`src/rtl/customer_gate_decoder.sv`:
```
// Lobby entrance decoder: turns two photo-beam sensors into enter/leave steps
// for a downstream 3-bit up/down counter, with saturation at full and empty.
module customer_gate_decoder #(
    parameter int DEBOUNCE_CYCLES = 4,
    parameter int PULSE_CYCLES    = 2,
    parameter int MAX_COUNT       = 7
) (
    input  logic       clk,
    input  logic       reset,
    input  logic       sensor_a,
    input  logic       sensor_b,
    output logic       switch,
    output logic       UporDown,
    output logic [2:0] occupancy,
    output logic       full,
    output logic       empty,
    output logic       reject,
    output logic       lost
);

    localparam int DCW = $clog2(DEBOUNCE_CYCLES + 1);
    localparam int PCW = $clog2(PULSE_CYCLES + 1);
    localparam logic [DCW-1:0] DEB_LAST   = DCW'(DEBOUNCE_CYCLES - 1);
    localparam logic [PCW-1:0] PULSE_LAST = PCW'(PULSE_CYCLES - 1);
    localparam logic [2:0]     MAX_OCC    = 3'(MAX_COUNT);

    typedef enum logic [2:0] {
        IDLE, IN_A, IN_AB, IN_B, OUT_B, OUT_AB, OUT_A, WAIT_CLR
    } gate_state_t;

    typedef enum logic [2:0] {
        E_IDLE, E_SETUP, E_PULSE, E_HOLD, E_GAP
    } emit_state_t;

    // Bit 1 carries sensor_a (outer beam), bit 0 carries sensor_b (inner beam).
    logic [1:0]     sync1, sync2, filt;
    logic [DCW-1:0] deb_cnt [2];

    gate_state_t state, state_next;
    logic        enter_evt, exit_evt;

    emit_state_t    em_state, em_next;
    logic [PCW-1:0] pcnt, pcnt_next;
    logic           sw_next, ud_next;
    logic           pend_valid, pend_dir;

    logic evt, dir, blocked, ok, busy, pend_take, drop, store, start;

    // NOTE: sequential state uses non-blocking assignments so every flop samples
    // pre-edge values; the debounce counter array is small and is reset
    // element by element like any other register.
    always_ff @(posedge clk or negedge reset) begin
        if (!reset) begin
            sync1 <= '0;
            sync2 <= '0;
            filt  <= '0;
            for (int i = 0; i < 2; i++) deb_cnt[i] <= '0;
        end else begin
            sync1 <= {sensor_a, sensor_b};
            sync2 <= sync1;
            for (int i = 0; i < 2; i++) begin
                if (sync2[i] == filt[i]) begin
                    deb_cnt[i] <= '0;
                end else if (deb_cnt[i] == DEB_LAST) begin
                    filt[i]    <= sync2[i];
                    deb_cnt[i] <= '0;
                end else begin
                    deb_cnt[i] <= deb_cnt[i] + 1'b1;
                end
            end
        end
    end

    always_ff @(posedge clk or negedge reset) begin
        if (!reset) state <= IDLE;
        else        state <= state_next;
    end

    // NOTE: every always_comb output gets a default first so no path infers a latch.
    always_comb begin
        state_next = state;
        enter_evt  = 1'b0;
        exit_evt   = 1'b0;
        case (state)
            IDLE: case (filt)
                2'b10:   state_next = IN_A;
                2'b01:   state_next = OUT_B;
                2'b11:   state_next = WAIT_CLR;
                default: ;
            endcase
            IN_A: case (filt)
                2'b11:   state_next = IN_AB;
                2'b00:   state_next = IDLE;
                2'b01:   state_next = WAIT_CLR;
                default: ;
            endcase
            IN_AB: case (filt)
                2'b01:   state_next = IN_B;
                2'b10:   state_next = IN_A;
                2'b00:   state_next = IDLE;
                default: ;
            endcase
            IN_B: case (filt)
                2'b00:   begin state_next = IDLE; enter_evt = 1'b1; end
                2'b11:   state_next = IN_AB;
                2'b10:   state_next = WAIT_CLR;
                default: ;
            endcase
            OUT_B: case (filt)
                2'b11:   state_next = OUT_AB;
                2'b00:   state_next = IDLE;
                2'b10:   state_next = WAIT_CLR;
                default: ;
            endcase
            OUT_AB: case (filt)
                2'b10:   state_next = OUT_A;
                2'b01:   state_next = OUT_B;
                2'b00:   state_next = IDLE;
                default: ;
            endcase
            OUT_A: case (filt)
                2'b00:   begin state_next = IDLE; exit_evt = 1'b1; end
                2'b11:   state_next = OUT_AB;
                2'b01:   state_next = WAIT_CLR;
                default: ;
            endcase
            default: if (filt == 2'b00) state_next = IDLE;
        endcase
    end

    // Acceptance: an event that would overflow/underflow is rejected; one that
    // finds both the emitter and the pending slot busy is dropped.
    assign evt       = enter_evt | exit_evt;
    assign dir       = enter_evt;
    assign blocked   = (enter_evt && occupancy == MAX_OCC) || (exit_evt && occupancy == 3'd0);
    assign ok        = evt && !blocked;
    assign busy      = (em_state != E_IDLE) || pend_valid;
    assign pend_take = pend_valid && (em_state == E_IDLE || em_state == E_GAP);
    assign drop      = ok && busy && pend_valid && !pend_take;
    assign store     = ok && busy && !drop;
    assign start     = ok && !busy;

    always_ff @(posedge clk or negedge reset) begin
        if (!reset) begin
            occupancy  <= 3'd0;
            reject     <= 1'b0;
            lost       <= 1'b0;
            pend_valid <= 1'b0;
            pend_dir   <= 1'b0;
        end else begin
            reject <= evt && blocked;
            lost   <= drop;
            if (ok && !drop) occupancy <= dir ? occupancy + 3'd1 : occupancy - 3'd1;
            if (store) begin
                pend_valid <= 1'b1;
                pend_dir   <= dir;
            end else if (pend_take) begin
                pend_valid <= 1'b0;
            end
        end
    end

    assign full  = (occupancy == MAX_OCC);
    assign empty = (occupancy == 3'd0);

    // Emitter: SETUP settles UporDown a cycle ahead, HOLD keeps it a cycle after
    // switch falls, GAP guarantees the spacing before the next direction change.
    always_comb begin
        em_next   = em_state;
        pcnt_next = pcnt;
        ud_next   = UporDown;
        sw_next   = 1'b0;
        case (em_state)
            E_IDLE: begin
                if (pend_valid) begin
                    em_next = E_SETUP;
                    ud_next = pend_dir;
                end else if (start) begin
                    em_next = E_SETUP;
                    ud_next = dir;
                end
            end
            E_SETUP: begin
                em_next   = E_PULSE;
                sw_next   = 1'b1;
                pcnt_next = '0;
            end
            E_PULSE: begin
                if (pcnt == PULSE_LAST) begin
                    em_next = E_HOLD;
                end else begin
                    sw_next   = 1'b1;
                    pcnt_next = pcnt + 1'b1;
                end
            end
            E_HOLD: em_next = E_GAP;
            default: begin
                if (pend_valid) begin
                    em_next = E_SETUP;
                    ud_next = pend_dir;
                end else begin
                    em_next = E_IDLE;
                end
            end
        endcase
    end

    always_ff @(posedge clk or negedge reset) begin
        if (!reset) begin
            em_state <= E_IDLE;
            pcnt     <= '0;
            switch   <= 1'b0;
            UporDown <= 1'b0;
        end else begin
            em_state <= em_next;
            pcnt     <= pcnt_next;
            switch   <= sw_next;
            UporDown <= ud_next;
        end
    end

endmodule
```
`config.mk`:
```
export PLATFORM = sky130hd
export DESIGN_NAME = customer_gate_decoder
export DESIGN_NICKNAME = d
export VERILOG_FILES = /design/src/rtl/customer_gate_decoder.sv
export SDC_FILE = /design/constraint.sdc
export NUM_CORES = 1
export LEC_CHECK = 0
export BUFFER_PORTS_ARGS = -buffer_cell sky130_fd_sc_hd__buf_2
export CELL_PAD_IN_SITES_DETAIL_PLACEMENT = 2
export CELL_PAD_IN_SITES_GLOBAL_PLACEMENT = 2
export CORE_ASPECT_RATIO = 1.1
export CORE_MARGIN = 5
export CORE_UTILIZATION = 38
export DETAILED_ROUTE_END_ITERATION = 10
export PLACE_DENSITY = 0.87
export SKIP_CTS_REPAIR_TIMING = 1
export SLEW_MARGIN = 25
export SYNTH_ARGS = -nofsm -noshare
export SYNTH_HDL_FRONTEND = slang
export SYNTH_SLANG_ARGS = --single-unit
```
`constraint.sdc`:
```
create_clock -name clk -period 2.6 [get_ports clk]
set_clock_uncertainty 0.2 [all_clocks]
set_input_delay 0.52 -clock clk [delete_from_list [all_inputs] [get_ports clk]]
set_output_delay 0.52 -clock clk [all_outputs]
set_load 0.01 [all_outputs]
```
==> run_results.csv, run 1 <==
group,metric,value,unit
critical_path,cp-start-kind,"flip-flop",
drt,dr.pass1.iters,4,
finish,syn_to_final_growth,13.4,%
finish,multi_input_area,891,sq um
finish,fin_cells,233,
critical_path,path_max_fanout,7,
placed_design,place_inst,223,
floorplan,coreArea,4290,sq um
synth,ys_ff_latch,29,
timing,max_freq,416,MHz
clock_tree,cts_root_buffer,"clkbuf_8",
synth,syn_inst,163,
finish,diodes,0,
critical_path,critPathKind,"reg2reg",
synth,syn-num-nets,179,
synth,ys.warnings.count,0,
finish,fill_cells,462,
synth,seq_area_frac_synth,43.5,%
timing,hold_violations,0,
run,drv_cap,0,
placed_design,place_hpwl,3.08,mm
placed_design,placed_area,1760,sq um
floorplan,core.rowCount,25,
critical_path,required,2.57,ns
finish,final_cell_mix,"dfrtp_1 (29), nor2_1 (13), a21oi_1 (12), buf_2 (12)",
floorplan,start_util,38.9,%
finish,seq_area,726,sq um
drt,wirelength,4.38,mm
clock_tree,h-tree-depth,2,
floorplan,io_pins,13,
status,outcome,"finished clean",
drt,drt-initial-drc-count,48,
critical_path,arrival,2.37,ns
placed_design,gp_congestion,0.773,
timing,layout_worst_path_cycle_share,92.5,%
clock_tree,clk_pin_slew,0.06,ns
finish,fin_area,1890,sq um
timing,setup_viol,0,
drt,drc,0,
global_route,grt_pass1_vias,1472,
timing,tns,0,ns
clock_tree,cts_tree,"built",
timing,period_minus_slack,2.40,ns
finish,final_common_cell,"dfrtp_1",
power_and_ir_drop,ir_drop,0.515,mV
global_route,antenna_found_initial,0,
critical_path,crit_path_end_kind,"flip-flop",
power_and_ir_drop,power_density,1360,nW/um^2
synth,netlist_area,1670,sq um
min_path,hold_class,"in2async",
power_and_ir_drop,fin_total_pwr,2.57,mW
floorplan,die_w,73.1,um
clock_tree,cts_buffers,5,
finish,layout.nets,194,
global_route,grt_pass1_wl,7.27,mm
drt,via_per_inst,5.62,
synth,ys_types,43,
drt,vias,1309,
clock_tree,cts.sinks,29,
timing,tightest_slew,0.659,ns
critical_path,crit_start,"filt[0]",
timing,maxSlewHeadroom,56.1,%
drt,antenna_left,0,
placed_design,port_buffers,12,
global_route,gr-usage-all-layers,16.9,%
timing,maxSlewViolCount,0,
power_and_ir_drop,p_leak,0.862,nW
critical_path,r2r_start,"filt[0]",
global_route,grt-ovfl-total,0,
clock_tree,clk_path_buf_depth,2,
drt,wire_per_inst,18.8,um
finish,drive_gt1_share,19.0,%
clock_tree,worstSkewPairLatency,0.28,ns
synth,syn_area_per_cell,10.2,sq um
floorplan,dieArea,5810,sq um
timing,grt_setup_unrepaired,"false",
synth,async_reset_ff_share,100,%
floorplan,die-height,79.5,um
global_route,grt_max_degree,30,
timing,holdWs,0.0635,ns
synth,yosys_most_used_dff,"dfrtp_1",
synth,synth_edf_count,0,
-- worst max-delay path, stage by stage (launching register included) --
cell and delay (ns):
dfrtp_1 0.48, inv_1 0.19, ha_1 0.28, nand4b_1 0.18, buf_4 0.22, a21oi_2 0.22
and2_4 0.21, mux2_4 0.30
-- final cells by class --
class	instances	share of cell area [%]
clock buffers	7	5.10
clock inverters	1	0.265
inverters	8	1.59
multi-input cells	120	47.1
flip-flops and latches	29	38.4
well taps	54	3.57
repair buffers	14	3.97
-- final timing paths --
kind                                endpoint  slack [ns]  cells past startpoint
worst max-delay path            occupancy[1]        0.20                      7
worst min-delay path                state[0]        0.06                      1
worst max register to register  occupancy[1]        0.20                      7
worst min register to register      sync2[1]        0.16                      0
max in group asynchronous         deb_cnt[4]        1.70                      1
min in group clk                    sync1[0]        0.14                      1
-- registers in the layout, indices dropped and copies added (netlist names) --
name / count
deb_cnt: 6
em_state: 3
occupancy: 3
state: 3
filt: 2
pcnt: 2
sync1: 2
sync2: 2
UporDown: 1
lost: 1
pend_dir: 1
pend_valid: 1
reject: 1
switch: 1
-- stage by stage --
step                      setup slack [ns]  util (%)
after floorplan                      0.474         -
after global placement               0.331      41.1
after detailed placement             0.137      41.1
after CTS                           0.0526      43.4
after global routing                0.0486      44.1
final                                0.195      44.1
-- Yosys cell counts (4+ instances only) --
| library cell | number | share of area (%) |
|---|---|---|
| xnor2_1 | 4 | 2.1 |
| mux2_2 | 4 | 2.7 |
| o21ai_0 | 10 | 3.0 |
| ha_1 | 11 | 8.3 |
| inv_1 | 8 | 1.8 |
| a21oi_1 | 13 | 3.9 |
| nor3_1 | 6 | 1.8 |
| nor2b_1 | 6 | 2.3 |
| nor4_1 | 6 | 2.3 |
| nor2_1 | 13 | 2.9 |
| nand2_1 | 8 | 1.8 |
| dfrtp_1 | 29 | 44 |
-- power breakdown --
group | total [mW] | switching, mW | internal [mW]
sequential | 0.898 | 0.291 | 0.607
combinational | 1.26 | 0.671 | 0.585
clock | 0.412 | 0.173 | 0.239
-- cell families after synthesis --
family,Yosys count,share of synthesized area (%)
xor gates and xnor gates,6,3.15
and+or+nand+nor,54,17.9
AOI/OAI and AO/OA,42,17.8
muxes,6,4.20
buffers and inverters,14,3.90
DFF,29,43.5
adders and majority gates,12,9.46
-- per-layer routing --
metal	GRT usage (%)	vias to the layer above	share of wire, %
met2	31.4	21	56
met1	16.3	659	38
met5	0	-	0
met3	4.53	16	2.9
met4	9.41	0	3.5
li1	-	613	-
Note: power is estimated with default switching activity, not from simulation.
==> run 2, diff against run 1 <==
- HOLD_SLACK_MARGIN: not set -> 0.15
==> run_results.csv, run 2 (same netlist as run 1, synthesis figures left out) <==
group,metric,value,unit
finish,syn_to_final_growth,15.2,%
min_path,hold_depth,0,
run,drv_cap,0,
placed_design,place_hpwl,3.08,mm
critical_path,r2r_slack,0.14,ns
timing,period_minus_slack,2.46,ns
min_path,holdPathEnd,"sync2[1]",
clock_tree,clk_pin_slew,0.06,ns
finish,final_cell_mix,"dfrtp_1 (29), nor2_1 (13), a21oi_1 (12), buf_2 (12)",
finish,fill_cells,456,
timing,tns,0,ns
finish,diodes,0,
timing,setup_slack,0.141,ns
drt,wire_per_inst,19.8,um
global_route,grt_pass1_vias,1472,
timing,layout_worst_path_cycle_share,94.6,%
timing,maxSlewHeadroom,56.5,%
clock_tree,cts_buffers,5,
critical_path,required,2.57,ns
timing,tightest_slew,0.653,ns
finish,multi_input_area,891,sq um
finish,layout.nets,197,
finish,seq_area,726,sq um
floorplan,dieArea,5810,sq um
power_and_ir_drop,fin_total_pwr,2.60,mW
finish,final_common_cell,"dfrtp_1",
min_path,min-delay-start,"sync1[1]",
floorplan,die_w,73.1,um
critical_path,cp_slowest_cell,"dfrtp_1",
min_path,hold_class,"reg2reg",
floorplan,start_util,38.9,%
drt,via_per_inst,5.66,
timing,maxSlewViolCount,0,
clock_tree,cts_root_buffer,"clkbuf_8",
critical_path,reg2reg_depth,7,
floorplan,die-height,79.5,um
power_and_ir_drop,ir_drop,0.502,mV
critical_path,cp-start-kind,"flip-flop",
clock_tree,clk_path_buf_depth,2,
global_route,grt-ovfl-total,0,
critical_path,arrival,2.43,ns
placed_design,port_buffers,12,
clock_tree,cts.sinks,29,
power_and_ir_drop,p_leak,0.875,nW
drt,wirelength,4.68,mm
critical_path,critPathKind,"reg2reg",
critical_path,crit_path_end_kind,"flip-flop",
critical_path,cp_num_buf_inv,2,
timing,hold_violations,0,
critical_path,r2r_start,"filt[0]",
floorplan,coreArea,4290,sq um
finish,top_register,"deb_cnt",
finish,postLayoutCoreUtil,44.8,%
global_route,grt_pass1_wl,7.27,mm
drt,antenna_left,0,
drt,drt-initial-drc-count,54,
clock_tree,worstSkewPairLatency,0.28,ns
drt,dr.pass1.iters,4,
placed_design,gp_congestion,0.773,
global_route,grt_max_degree,30,
power_and_ir_drop,power_density,1350,nW/um^2
clock_tree,h-tree-depth,2,
critical_path,max_stage_delay,0.49,ns
floorplan,io_pins,13,
timing,setup_viol,0,
global_route,antenna_found_initial,0,
global_route,gr-usage-all-layers,16.9,%
drt,vias,1336,
global_route,gr-usage-met2,31.4,%
status,outcome,"finished clean",
global_route,use_met1,16.3,%
global_route,met3_usage,4.53,%
critical_path,r2r-end,"occupancy[1]",
critical_path,path_max_fanout,7,
placed_design,dpl_worst_slack,0.137,ns
finish,largest_reg_flops,6,
timing,max_freq,407,MHz
floorplan,core.rowCount,25,
global_route,grt.busiest_layer,"met2",
clock_tree,cts_tree,"built",
finish,drive_gt1_share,18.7,%
drt,drc,0,
critical_path,crit_family,"flip-flops",
critical_path,cp_cell_sequence,"inv_1, ha_1, nand4b_1, buf_4, a21oi_2, and2_4, mux2_4",
==> run 2: cell count changes in the layout (fill, tap and decap cells not counted), sizes merged <==
cell         delta
dlygate4sd3     +3
==> run 2: power breakdown <==
| group | internal (mW) | switching (mW) |
|---|---|---|
| clock network | 0.239 | 0.172 |
| logic | 0.590 | 0.691 |
| registers | 0.607 | 0.301 |
| total | 1.44 | 1.16 |
==> run 2: metrics by stage <==
| step | hold WS, ns | area [sq um] | std cells |
|---|---|---|---|
| after global placement | 0.137 | 1760 | 223 |
| after global routing | 0.174 | 1920 | 236 |
| final | 0.154 | 1920 | 236 |
| after detailed placement | 0.146 | 1760 | 223 |
| after CTS | 0.0753 | 1860 | 231 |
| after floorplan | 0.0244 | 1670 | 163 |
==> run 2: routing by layer <==
metal	vias up	share of wire (%)
li1	617	-
met1	686	39
met2	19	56
met3	14	2.4
met4	0	3.1
met5	-	0
==> run 2: how the worst max path moves through the flow <==
stage                       start  depth (start not counted)  slack (ns)      endpoint
after floorplan           filt[0]                          7        0.47  occupancy[1]
after global placement    filt[0]                          7        0.33  occupancy[1]
after detailed placement  filt[0]                          7        0.14  occupancy[2]
after CTS                 filt[0]                          7        0.05  occupancy[1]
after global routing      filt[0]                          7       -0.03  occupancy[2]
final                     filt[0]                          7        0.14  occupancy[1]
==> run 2: cell type report <==
class | instances | share of cell area [%]
Clock buffer | 7 | 5.02
Tap cell | 54 | 3.52
Sequential cell | 29 | 37.8
Multi-Input combinational cell | 120 | 46.4
Timing Repair Buffer | 17 | 5.47
Inverter | 8 | 1.56
Clock inverter | 1 | 0.261
==> run 3, diff against run 2 <==
--- a/config.mk
+++ b/config.mk
@@ -16,4 +16,5 @@
 export PLACE_DENSITY = 0.87
 export SKIP_CTS_REPAIR_TIMING = 1
+export SKIP_LAST_GASP = 1
 export SLEW_MARGIN = 25
 export SYNTH_ARGS = -nofsm -noshare
==> constraint.sdc (replaced) <==
create_clock -name clk -period 2.6 [get_ports clk]
set_clock_uncertainty 0.2 [all_clocks]
set_input_delay 0.52 -clock clk [delete_from_list [all_inputs] [get_ports clk]]
set_output_delay 0.52 -clock clk [all_outputs]
set_load 0.1 [all_outputs]
==> run_results.csv, run 3 (same netlist as run 1, synthesis figures left out) <==
group,metric,value,unit
min_path,hold_class,"reg2reg",
critical_path,critPathKind,"reg2out",
placed_design,placed_area,1760,sq um
floorplan,io_pins,13,
drt,drc,0,
clock_tree,clk_pin_slew,0.06,ns
clock_tree,cts_tree,"built",
finish,layout.nets,195,
critical_path,cp_slowest_cell,"or3_1",
critical_path,path_max_fanout,5,
finish,drive_gt1_share,16.8,%
global_route,grt-ovfl-total,0,
drt,vias,1283,
critical_path,cp_cell_sequence,"or3_1, clkinvlp_4, buf_2",
min_path,hold_depth,0,
timing,layout_worst_path_cycle_share,95.1,%
timing,hold_violations,0,
floorplan,core.rowCount,25,
critical_path,cp_num_buf_inv,2,
placed_design,place_inst,223,
drt,wire_per_inst,18.4,um
placed_design,place_hpwl,3.23,mm
min_path,min-delay-start,"sync1[0]",
finish,top_register,"deb_cnt",
timing,grt_setup_unrepaired,"false",
critical_path,arrival,1.75,ns
drt,drt-initial-drc-count,36,
floorplan,coreArea,4290,sq um
finish,final_cell_mix,"dfrtp_1 (29), nor2_1 (13), a21oi_1 (12), buf_2 (12), ha_1 (11)",
floorplan,die_w,73.1,um
timing,tightest_slew,0.658,ns
timing,period_minus_slack,2.47,ns
drt,via_per_inst,5.51,
clock_tree,cts_buffers,5,
timing,maxSlewViolCount,0,
drt,dr.pass1.iters,2,
timing,setup_slack,0.128,ns
clock_tree,cts.sinks,29,
drt,antenna_left,0,
global_route,gr-usage-all-layers,16.7,%
floorplan,dieArea,5810,sq um
placed_design,dpl_worst_slack,0.129,ns
finish,diodes,0,
finish,largest_reg_flops,6,
timing,tns,0,ns
critical_path,crit_start,"occupancy[0]",
status,outcome,"finished clean",
critical_path,path_depth,3,
finish,fill_cells,451,
finish,fin_area,1880,sq um
finish,fin_cells,233,
placed_design,gp_congestion,0.814,
clock_tree,worstSkewPairLatency,0.28,ns
global_route,antenna_found_initial,0,
clock_tree,clk_path_buf_depth,2,
finish,syn_to_final_growth,13.0,%
timing,maxSlewHeadroom,56.2,%
placed_design,port_buffers,12,
timing,setup_viol,0,
critical_path,max_stage_delay,0.47,ns
critical_path,crit_path_end_kind,"primary output",
global_route,grt_max_degree,30,
critical_path,r2r_start,"filt[1]",
floorplan,die-height,79.5,um
global_route,grt_pass1_wl,7.34,mm
critical_path,required,1.88,ns
global_route,grt_pass1_vias,1515,
clock_tree,cts_root_buffer,"clkbuf_8",
critical_path,reg2reg_depth,7,
floorplan,start_util,38.9,%
drt,wirelength,4.29,mm
timing,max_freq,405,MHz
run,drv_cap,0,
critical_path,crit_family,"buffers and inverters",
critical_path,cp-start-kind,"flip-flop",
finish,final_common_cell,"dfrtp_1",
clock_tree,h-tree-depth,2,
[run 3: final timing paths]
kind	endpoint	slack [ns]
max	empty	0.13
min	sync2[0]	0.16
max reg2reg	occupancy[1]	0.15
min reg2reg	sync2[0]	0.16
max in group asynchronous	filt[0]	1.15
min in group asynchronous	state[0]	0.62
[run 3: cell type report]
| type | instances | area [sq um] | area share (%) |
|---|---|---|---|
| multi-input combinational | 120 | 880 | 46.7 |
| clock buffer | 7 | 86.3 | 4.58 |
| inverter | 8 | 33.8 | 1.79 |
| timing repair buffer | 15 | 90.1 | 4.78 |
| sequential | 29 | 726 | 38.5 |
| tap | 54 | 67.6 | 3.59 |
[run 3: layer usage]
| layer | global-route usage, % | share of wire, % | vias up |
|---|---|---|---|
| met3 | 4.03 | 1.7 | 8 |
| met5 | 0 | 0 | - |
| met4 | 6.64 | 1.7 | 0 |
| met1 | 17.2 | 41 | 656 |
| met2 | 31.6 | 55 | 10 |
| li1 | - | - | 609 |
[run 3: metrics by stage]
stage | util (%) | hold WS (ns)
after floorplan | - | 0.0244
after global placement | 41.1 | 0.136
after detailed placement | 41.1 | 0.150
after CTS | 43.2 | 0.0845
after global routing | 43.9 | 0.162
final | 43.9 | 0.158
Power of run 3 is not shown: default switching activity piles up to over one toggle a cycle in this logic, so the estimate is an artifact.
